**src/rtl/conv_window_ctrl_if.sv**
```systemverilog
// conv_window_ctrl_if -- pixel-stream and window handshake bundle for conv_window_ctrl.
//
// Signals
//   in_valid / in_data / in_ready : upstream pixel stream (valid/ready)
//   shift_en / shift_data         : advance pulse and pixel for the delay/line-buffer chain
//   win_valid / win_ready         : complete KxK window offered to / consumed by the MAC array
//   win_row / win_col             : top-left coordinate of the offered window
//
// Modports
//   slave  : the controller side (conv_window_ctrl)
//   master : the surrounding environment (pixel source, delay chain, MAC array)
interface conv_window_ctrl_if #(
    parameter int DATA_W = 8
) ();
    logic              in_valid;
    logic [DATA_W-1:0] in_data;
    logic              in_ready;
    logic              shift_en;
    logic [DATA_W-1:0] shift_data;
    logic              win_valid;
    logic              win_ready;
    logic [9:0]        win_row;
    logic [9:0]        win_col;

    modport slave (
        input  in_valid,
        input  in_data,
        input  win_ready,
        output in_ready,
        output shift_en,
        output shift_data,
        output win_valid,
        output win_row,
        output win_col
    );

    modport master (
        output in_valid,
        output in_data,
        output win_ready,
        input  in_ready,
        input  shift_en,
        input  shift_data,
        input  win_valid,
        input  win_row,
        input  win_col
    );
endinterface

```
**src/rtl/conv_window_ctrl.sv**
```systemverilog
// conv_window_ctrl -- sliding-window controller for a KxK convolution over an
// IMG_W x IMG_H feature map streamed in row-major order.
//
// Pixels are accepted while a frame is running and the previous window is either
// absent or being consumed. Every accepted pixel pulses shift_en so the external
// delay chain advances; once a pixel at (r,c) with r,c >= K-1 has been shifted in,
// the chain holds a full window whose top-left corner is (r-K+1, c-K+1).
//
// Ports
//   clk, reset   : clock and synchronous active-high reset
//   start        : one-cycle frame start, only honoured when idle
//   bus          : conv_window_ctrl_if.slave (pixel stream, shift, window handshake)
//   busy         : a frame is in progress (running or holding its last window)
//   done         : one-cycle pulse on the handshake of the frame's last window
//   stall_cnt    : (only with CONV_WINDOW_CTRL_STALL_CNT_EN) saturating count of
//                  cycles with a window offered but not consumed
//
// Optional feature macro: CONV_WINDOW_CTRL_STALL_CNT_EN
module conv_window_ctrl #(
    parameter int DATA_W = 8,
    parameter int IMG_W  = 32,
    parameter int IMG_H  = 32,
    parameter int K      = 5
) (
    input  logic              clk,
    input  logic              reset,
    input  logic              start,
    conv_window_ctrl_if.slave bus,
    output logic              busy,
    output logic              done
`ifdef CONV_WINDOW_CTRL_STALL_CNT_EN
    ,
    output logic [15:0]       stall_cnt
`endif
);

    localparam logic [9:0] COL_LAST = 10'(IMG_W - 1);
    localparam logic [9:0] ROW_LAST = 10'(IMG_H - 1);
    localparam logic [9:0] K_M1     = 10'(K - 1);

    typedef enum logic [1:0] {
        ST_IDLE = 2'd0,
        ST_RUN  = 2'd1,
        ST_HOLD = 2'd2
    } state_t;

    state_t            state_r;
    state_t            state_s;
    logic [9:0]        row_r;
    logic [9:0]        col_r;
    logic [9:0]        win_row_r;
    logic [9:0]        win_col_r;
    logic              win_valid_r;
    logic              in_ready_s;
    logic              accept_s;
    logic              consume_s;
    logic              last_pix_s;
    logic              win_pix_s;
    logic              done_s;
    logic              start_ok_s;
    logic [DATA_W-1:0] pix_s;

    // Handshake decode: acceptance, window consumption and pixel classification.
    always_comb begin
        in_ready_s = 1'b0;
        // A new pixel may only enter when it cannot overwrite an unconsumed window.
        if (!reset && (state_r == ST_RUN)) begin
            in_ready_s = !win_valid_r || bus.win_ready;
        end else begin
            in_ready_s = 1'b0;
        end
        accept_s   = in_ready_s && bus.in_valid;
        consume_s  = win_valid_r && bus.win_ready;
        last_pix_s = (row_r == ROW_LAST) && (col_r == COL_LAST);
        win_pix_s  = (row_r >= K_M1) && (col_r >= K_M1);
        done_s     = !reset && (state_r == ST_HOLD) && consume_s;
        start_ok_s = (state_r == ST_IDLE) && start;
    end

    // Next-state logic for the frame FSM.
    always_comb begin
        state_s = state_r;
        case (state_r)
            ST_IDLE: begin
                if (start) begin
                    state_s = ST_RUN;
                end else begin
                    state_s = ST_IDLE;
                end
            end
            ST_RUN: begin
                if (accept_s && last_pix_s) begin
                    state_s = ST_HOLD;
                end else begin
                    state_s = ST_RUN;
                end
            end
            ST_HOLD: begin
                // The last pixel always completes a window, so HOLD just waits for it to drain.
                if (consume_s) begin
                    state_s = ST_IDLE;
                end else begin
                    state_s = ST_HOLD;
                end
            end
            default: begin
                state_s = ST_IDLE;
            end
        endcase
    end

    // Frame FSM state register.
    always_ff @(posedge clk) begin
        if (reset) begin
            state_r <= ST_IDLE;
        end else begin
            state_r <= state_s;
        end
    end

    // Row/column position of the next pixel to be accepted.
    always_ff @(posedge clk) begin
        if (reset) begin
            row_r <= 10'd0;
            col_r <= 10'd0;
        end else if (start_ok_s) begin
            row_r <= 10'd0;
            col_r <= 10'd0;
        end else if (accept_s) begin
            if (col_r == COL_LAST) begin
                col_r <= 10'd0;
                if (row_r == ROW_LAST) begin
                    row_r <= 10'd0;
                end else begin
                    row_r <= row_r + 10'd1;
                end
            end else begin
                col_r <= col_r + 10'd1;
            end
        end
    end

    // Window-valid flag and its top-left coordinate; a window-completing accept in
    // the same cycle as a consume replaces the old window without a bubble.
    always_ff @(posedge clk) begin
        if (reset) begin
            win_valid_r <= 1'b0;
            win_row_r   <= 10'd0;
            win_col_r   <= 10'd0;
        end else if (accept_s && win_pix_s) begin
            win_valid_r <= 1'b1;
            win_row_r   <= row_r - K_M1;
            win_col_r   <= col_r - K_M1;
        end else if (accept_s || consume_s) begin
            win_valid_r <= 1'b0;
        end
    end

`ifdef CONV_WINDOW_CTRL_STALL_CNT_EN
    logic [15:0] stall_cnt_r;

    // Saturating count of back-pressured window cycles for the current frame.
    always_ff @(posedge clk) begin
        if (reset) begin
            stall_cnt_r <= 16'd0;
        end else if (start_ok_s) begin
            stall_cnt_r <= 16'd0;
        end else if (win_valid_r && !bus.win_ready && (stall_cnt_r != 16'hFFFF)) begin
            stall_cnt_r <= stall_cnt_r + 16'd1;
        end
    end

    assign stall_cnt = stall_cnt_r;
`endif

    assign pix_s          = bus.in_data;
    assign bus.shift_data = pix_s;
    assign bus.in_ready   = in_ready_s;
    assign bus.shift_en   = accept_s;
    assign bus.win_valid  = win_valid_r;
    assign bus.win_row    = win_row_r;
    assign bus.win_col    = win_col_r;
    assign busy           = (state_r != ST_IDLE);
    assign done           = done_s;

endmodule

```
**src/flat_wrapper.sv**
```systemverilog
// flat-port wrapper written by rule: the top's interface ports become plain ports
module conv_window_ctrl_flat 
#(
    parameter int DATA_W = 8,
    parameter int IMG_W  = 32,
    parameter int IMG_H  = 32,
    parameter int K      = 5
)
  (clk, reset, start, busy, done, bus_in_valid, bus_in_data, bus_win_ready, bus_in_ready, bus_shift_en, bus_shift_data, bus_win_valid, bus_win_row, bus_win_col);
  conv_window_ctrl_if #(.DATA_W(DATA_W)) bus_i ();
  input  logic clk;
  input  logic reset;
  input  logic start;
  output logic busy;
  output logic done;
  input wire logic [$bits(bus_i.in_valid)-1:0] bus_in_valid;
  input wire logic [$bits(bus_i.in_data)-1:0] bus_in_data;
  input wire logic [$bits(bus_i.win_ready)-1:0] bus_win_ready;
  output wire logic [$bits(bus_i.in_ready)-1:0] bus_in_ready;
  output wire logic [$bits(bus_i.shift_en)-1:0] bus_shift_en;
  output wire logic [$bits(bus_i.shift_data)-1:0] bus_shift_data;
  output wire logic [$bits(bus_i.win_valid)-1:0] bus_win_valid;
  output wire logic [$bits(bus_i.win_row)-1:0] bus_win_row;
  output wire logic [$bits(bus_i.win_col)-1:0] bus_win_col;
  assign bus_i.in_valid = bus_in_valid;
  assign bus_i.in_data = bus_in_data;
  assign bus_i.win_ready = bus_win_ready;
  assign bus_in_ready = bus_i.in_ready;
  assign bus_shift_en = bus_i.shift_en;
  assign bus_shift_data = bus_i.shift_data;
  assign bus_win_valid = bus_i.win_valid;
  assign bus_win_row = bus_i.win_row;
  assign bus_win_col = bus_i.win_col;
  conv_window_ctrl #(.DATA_W(DATA_W), .IMG_W(IMG_W), .IMG_H(IMG_H), .K(K)) u_core (.clk(clk), .reset(reset), .start(start), .bus(bus_i), .busy(busy), .done(done));
endmodule
```
**config.mk**
```make
export PLATFORM = sky130hd
export DESIGN_NAME = conv_window_ctrl_flat
export DESIGN_NICKNAME = d
export VERILOG_FILES = /design/src/rtl/conv_window_ctrl_if.sv /design/src/rtl/conv_window_ctrl.sv /design/src/flat_wrapper.sv
export SDC_FILE = /design/constraint.sdc
export NUM_CORES = 1
export LEC_CHECK = 0
export BUFFER_PORTS_ARGS = -buffer_cell sky130_fd_sc_hd__buf_2
export CAP_MARGIN = 20
export CORE_MARGIN = 2
export CORE_UTILIZATION = 40
export CTS_CLUSTER_SIZE = 40
export DETAILED_ROUTE_END_ITERATION = 8
export SYNTH_ARGS = -nofsm -noshare
export SYNTH_HDL_FRONTEND = slang
export SYNTH_SLANG_ARGS = --single-unit
export TNS_END_PERCENT = 5
```
**constraint.sdc**
```tcl
create_clock -name clk -period 2 [get_ports clk]
set_clock_uncertainty 0.2 [all_clocks]
set_input_delay 0.4 -clock clk [delete_from_list [all_inputs] [get_ports clk]]
set_output_delay 0.4 -clock clk [all_outputs]
set_load 0.1 [all_outputs]
```
==> results of run 1 <==
[placed cells by master (no fill, tap or decap), drive strengths merged, types with 2 or more instances in the layout]
| master | netlist | routed |
|---|---|---|
| buf | 16 | 86 |
| dfxtp | 43 | 43 |
| nor2 | 29 | 29 |
| nand2 | 26 | 26 |
| a21oi | 21 | 21 |
| a211oi | 13 | 13 |
| inv | 11 | 11 |
| o21ai | 11 | 11 |
| ha | 10 | 10 |
| xnor2 | 9 | 9 |
| xor2 | 8 | 8 |
| nor3 | 5 | 8 |
| or4 | 7 | 7 |
| clkbuf | 9 | 7 |
| or3 | 6 | 6 |
| nand2b | 5 | 5 |
| nand4 | 4 | 5 |
| nand3 | 4 | 4 |
| and3 | 3 | 3 |
| a311oi | 3 | 3 |
| nor2b | 2 | 2 |
| nor3b | 2 | 2 |
| nand3b | 2 | 2 |
| nor4 | 2 | 2 |
[power by group]
part / total [µW] / internal [µW] / switching [µW]
Sequential: 858 / 856 / 2.24
Combinational: 95.8 / 34.3 / 61.5
Clock: 754 / 449 / 305
Total: 1710 / 1340 / 369
[logic make-up after synthesis]
family                     Yosys count
AOI/OAI and AO/OA                   52
xor gates and xnor gates            17
adders and majority gates           10
buffers and inverters               36
DFF                                 43
and+or+nand+nor                    106
[per-layer routing]
layer  vias to the layer above  part of all wire, %  GRT usage (%)
li1                       1069                    -              -
met1                       925                   46           24.9
met2                        57                   46           28.0
met3                         7                  6.5           3.52
met4                         0                  1.4           6.55
met5                         -                    0              0
[critical path: cells and delay by family, from the launching register on]
family	cells	cell delay [ns]
AO/OA/AOI/OAI	1	0.13
AND/OR/NAND/NOR	4	1.46
flip-flops	1	0.33
[how the worst max path moves through the flow]
stage               cells past startpoint               endpoint            startpoint
finish                                  5        u_core.row_r[8]       u_core.col_r[8]
detailed placement                      6  u_core.bus.win_col[4]       u_core.row_r[4]
global route                            8  u_core.bus.win_col[4]       u_core.row_r[2]
floorplan                               2                   done  u_core.bus.win_valid
CTS                                     7  u_core.bus.win_row[2]       u_core.row_r[7]
global placement                        8  u_core.bus.win_col[4]       u_core.row_r[2]
[what timing repair did]
action                     4_1_cts  5_1_grt
setup buffers                    2        2
setup endpoints to repair       41       43
pin swaps                       21       18
resized for setup               16       13
cloned                           3        1
[state kept, by name, indices dropped and copies added (netlist names)]
| name | cells |
|---|---|
| u_core.bus.win_col | 10 |
| u_core.row_r | 10 |
| u_core.bus.win_row | 10 |
| u_core.state_r | 2 |
| u_core.bus.win_valid | 1 |
| u_core.col_r | 10 |
[stage by stage]
stage	setup WS, ns	setup TNS (ns)	power, µW	utilization, %
after floorplan	-0.316	-5.28	1010	-
after global placement	-0.541	-13.12	969	52.0
after detailed placement	-0.583	-13.91	969	52.0
after CTS	-0.173	-4.94	1720	56.3
after global routing	-0.237	-7.12	1780	57.5
final	-0.182	-3.76	1710	57.5
[layout make-up]
class	count	area, µm²	share of cell area (%)
flip-flops and latches	43	870	27.6
well taps	72	90.1	2.86
repair buffers	86	642	20.4
inverters	11	43.8	1.39
multi-input cells	189	1380	43.7
clock inverters	1	30.0	0.954
clock buffers	7	97.6	3.10
==> results.ini, run 1 <==
[setup_path]
critPathMaxStageDelay_ns=0.57
cpMaxStageDelayCell=or4_4
rrSetupSlack_ns=-0.18
crit_chain=or4_4 > nor2_4 > nand4_4 > or4_1 > a21oi_1
worst-r2r-cell-count=5
r2r-end=u_core.row_r[8]
cp-end-kind=register
critPathRequiredTime_ns=2.03
cp-start-kind=register
path_class=reg2reg
path_max_fanout=5
rr_startpoint=u_core.col_r[8]
arrival_ns=2.21

[routing]
vias_per_cell=5.03
wirelength_um=5430
drc_errors=0
wire_per_inst_um=13.3
ant_nets=0
dr_total_vias=2058
first_iter_violations=72
first_pass_iters=4

[yosys]
synth_xor_area_share_pct=6.60
synth.yosys.seq_area_share_pct=38.2
synthCells=264
syn_avg_cell_area_um2=8.55
synth_most_common_cell=dfxtp_1
synth.area.top_cells=dfxtp_1 38%, ha_1 5.5%, a21oi_1 4.7%, nor2_1 4.7%, a211oi_1 4.3%
synthSimpleGateAreaFrac_pct=26.2
synthMuxAreaShare_pct=0
synth_edf_count=0
syn_area_um2=2260
synth_nets=287
synth_compound_area_share_pct=15.0
yosysTopAreaCell=dfxtp_1
yosysWarnings=0
yosysTopAreaCellShare_pct=38.2
synthTopCellsByCount=43 x dfxtp_1, 28 x nor2_1, 26 x nand2_1
synth_top_family_by_area=simple AND/OR/NAND/NOR gates
yosys_most_used_dff=dfxtp_1
async_reset_ff_share_pct=0
synth_cell_type_count=45
ys_ff_latch=43
synth_fa_ha_area_share_pct=5.55

[pwr]
power_density_nw_per_um2=543
vdd_ir_drop_max_mv=0.382
p_leak_uw=0.00134

[global_route]
grt_pass1_vias=1838
grt_pass1_wl_um=8770
track_usage_pct=18.0
antenna_found_initial=0
grt_max_degree=26
grt_remaining_overflow=0

[clocking]
clk_pin_slew_ns=0.08
insertion_delay_ns=0.30
cts_root_buf=clkbuf_8
cts.sinks=43
tritoncts=yes
ctsLongestPathBuffers=2
cts_buffers=5
cts-htree-levels=2
hold_buffers=0

[floorplanning]
rows=27
ios=46
dieHeight_um=79.1
start_util_pct=41.2
die_area_um2=6260
core_area_um2=5470
die_w_um=79.1

[sta]
finalCritPeriodShare_pct=109
setup_viol=40
hold_ws_ns=0.203
fin_ws_ns=-0.182
slew_headroom_pct=63.3
fin_crit_ns=2.18
rsz0062_at_grt=true
tightest_slew_ns=0.547
timing.fmax_mhz=458
finalHoldViolCount=0
drv_slew=0

[placed_design]
dp_hpwl_um=3540
placed_area_um2=2850
dp_cells=393
routabilityCongestion=0.803
port_buffers=29

[layout]
finalNetCount=359
design_area_um2=3150
antenna_cells=0
fillCellCount=501
drive_gt1_share_pct=38.0
fin_cells=409
area_delta_synth_final_pct=39.5

[status]
status=complete, but fails checks
violations=setup timing

[worst_hold_path]
min_to=u_core.state_r[0]
hold_path.class=in2reg
whs_path_depth=3
min_from=start

[run]
max_cap_viol_count=0

No activity file was read; power rests on OpenSTA's default activity.
==> run 2, diff against run 1 <==
Settings changed: CORE_ASPECT_RATIO set to 1.4.
Clock period 2 ns to 1.8 ns, I/O delays scaled along.
==> results.ini, run 2 (same netlist as run 1, synthesis figures left out) <==
[clocking]
cts_buffers=5  ; unchanged
tritoncts=yes  ; unchanged
cts-htree-levels=2  ; unchanged
cts.sinks=43  ; unchanged
clk_pin_slew_ns=0.08  ; about the same
cts_root_buf=clkbuf_8  ; unchanged
ctsLongestPathBuffers=2  ; unchanged
insertion_delay_ns=0.30  ; about the same

[sta]
finalHoldViolCount=0  ; unchanged
finalCritPeriodShare_pct=124  ; was 109%
rsz0062_at_grt=true  ; unchanged
tightest_slew_ns=0.491  ; was 0.547 ns
hold_ws_ns=0.160  ; was 0.203 ns
drv_slew=0  ; unchanged
fin_crit_ns=2.23  ; was 2.18 ns
setup_viol=45  ; was 40
timing.fmax_mhz=449  ; was 458 MHz
slew_headroom_pct=67.5  ; was 63.3%
fin_ws_ns=-0.428  ; was -0.182 ns

[routing]
route.met3.wl_um=189  ; was 353 µm
drc_errors=0  ; unchanged
met1_length_um=2200  ; was 2520 µm
first_pass_iters=4  ; unchanged
wl_met2_um=3160  ; was 2480 µm
top_layer=met4  ; unchanged
dr_total_vias=2121  ; was 2058
vias_per_cell=5.14  ; was 5.03
first_iter_violations=48  ; was 72
wirelength_um=5710  ; was 5430 µm
ant_nets=0  ; unchanged
wire_per_inst_um=13.8  ; was 13.3 µm

[setup_path]
critPathRequiredTime_ns=1.83  ; was 2.03 ns
path_max_fanout=8  ; was 5
rr_startpoint=u_core.col_r[8]  ; unchanged
crit_start=u_core.col_r[8]  ; unchanged
cp-start-kind=register  ; unchanged
cp-end-kind=register  ; unchanged
path_class=reg2reg  ; unchanged
r2r-end=u_core.row_r[5]  ; was u_core.row_r[8]
arrival_ns=2.26  ; was 2.21 ns
worst-r2r-cell-count=6  ; was 5
crit_path_end=u_core.row_r[5]  ; was u_core.row_r[8]
rrSetupSlack_ns=-0.43  ; was -0.18 ns

[worst_hold_path]
hold_path.class=in2reg  ; unchanged

[pwr]
power_density_nw_per_um2=525  ; was 543 nW/µm²
seq_power_share_pct=56.9  ; was 50.2%
p_leak_uw=0.00136  ; was 0.00134 µW
pwr-share-comb_pct=6.8  ; was 5.6%
vdd_ir_drop_max_mv=0.394  ; was 0.382 mV
p_sw_share_pct=24.7  ; was 21.6%
p_int_uw=1260  ; was 1340 µW
clock_power_share_pct=36.3  ; was 44.2%
power_switching_uw=414  ; was 369 µW

[layout]
final_common_cell=buf_4  ; unchanged
drive_gt1_share_pct=40.3  ; was 38.0%
finalNetCount=367  ; was 359
area_delta_synth_final_pct=41.5  ; was 39.5%
antenna_cells=0  ; unchanged
layout_common_cells=61 x buf_4, 40 x dfxtp_1, 25 x nand2_1, 25 x buf_2, 24 x nor2_1  ; was 53 x buf_4, 38 x dfxtp_1, 28 x nor2_1, 26 x buf_2, 25 x nand2_1

[status]
status=complete, but fails checks  ; unchanged
violations=setup timing  ; unchanged

[placed_design]
routabilityCongestion=0.769  ; was 0.803
port_buffers=29  ; unchanged
pre_cts_ws_ns=-0.474  ; was -0.583 ns
dp_hpwl_um=4180  ; was 3540 µm

[global_route]
grt_remaining_overflow=0  ; unchanged
track_usage_pct=20.0  ; was 18.0%
grt_pass1_vias=2049  ; was 1838
grt_max_degree=26  ; unchanged
grt_pass1_wl_um=9510  ; was 8770 µm
antenna_found_initial=0  ; unchanged

[run]
max_cap_viol_count=0  ; unchanged

[floorplanning]
die_area_um2=6260  ; about the same
die_w_um=67.5  ; was 79.1 µm
dieHeight_um=92.9  ; was 79.1 µm
start_util_pct=41.1  ; was 41.2%
ios=46  ; unchanged
rows=32  ; was 27
core_area_um2=5490  ; was 5470 µm²

run 2: critical path, cell delays in order (launching register included):
cell	delay [ns]
dfxtp_1	0.32
or4_4	0.57
nor2_4	0.14
nand4_4	0.18
buf_6	0.17
or4_1	0.46
a21oi_1	0.12
run 2: stage by stage:
step | instance area (µm²) | power [µW] | setup TNS (ns) | std cells | utilization, %
after floorplan | 2300 | 1120 | -14.32 | 264 | -
after global placement | 2960 | 1080 | -12.81 | 401 | 53.9
after detailed placement | 2960 | 1090 | -14.18 | 401 | 53.9
after CTS | 3140 | 1690 | -14.40 | 413 | 57.3
after global routing | 3190 | 1750 | -17.09 | 413 | 58.2
final | 3190 | 1680 | -13.67 | 413 | 58.2
run 2: power groups by stage:
| stage | registers, µW | clock network (µW) | logic (µW) |
|---|---|---|---|
| 6_report | 954 | 608 | 114 |
| 3_3_place_gp | 976 | 0 | 108 |
| 4_1_cts | 953 | 625 | 113 |
| 5_1_grt | 954 | 673 | 120 |
| 2_1_floorplan | 977 | 0 | 141 |
| 3_5_place_dp | 976 | 0 | 109 |
run 2: how the worst min path moves through the flow:
stage	from	end	slack [ns]	cells past startpoint
after floorplan	u_core.col_r[0]	u_core.bus.win_col[0]	0.26	2
after global placement	u_core.bus.win_row[1]	u_core.bus.win_row[1]	0.24	2
after detailed placement	u_core.bus.win_col[0]	u_core.bus.win_col[0]	0.25	2
after CTS	start	u_core.state_r[0]	0.15	3
after global routing	start	u_core.state_r[0]	0.18	3
final	start	u_core.state_r[0]	0.16	3
run 2: what timing repair did:
item / 4_1_cts / 5_1_grt
buffers inserted: 4 / 0
pin swaps: 9 / 4
setup endpoints to repair: 45 / 46
gates resized for setup: 20 / 15
hold buffers: 0 / 0
run 2: layout make-up:
| cell class | count | area, µm² |
|---|---|---|
| multi-input cells | 185 | 1340 |
| well taps | 68 | 85.1 |
| repair buffers | 98 | 771 |
| clock buffers | 5 | 68.8 |
| flip-flops and latches | 43 | 867 |
| inverters | 11 | 43.8 |
| clock inverters | 3 | 15.0 |
| fillers | 484 | 2290 |
run 2: per-layer routing:
metal  up-vias  track usage (%)
met5         -                0
met4         0             8.16
met3        13             3.52
met2        45             35.8
met1       995             22.3
li1       1068                -
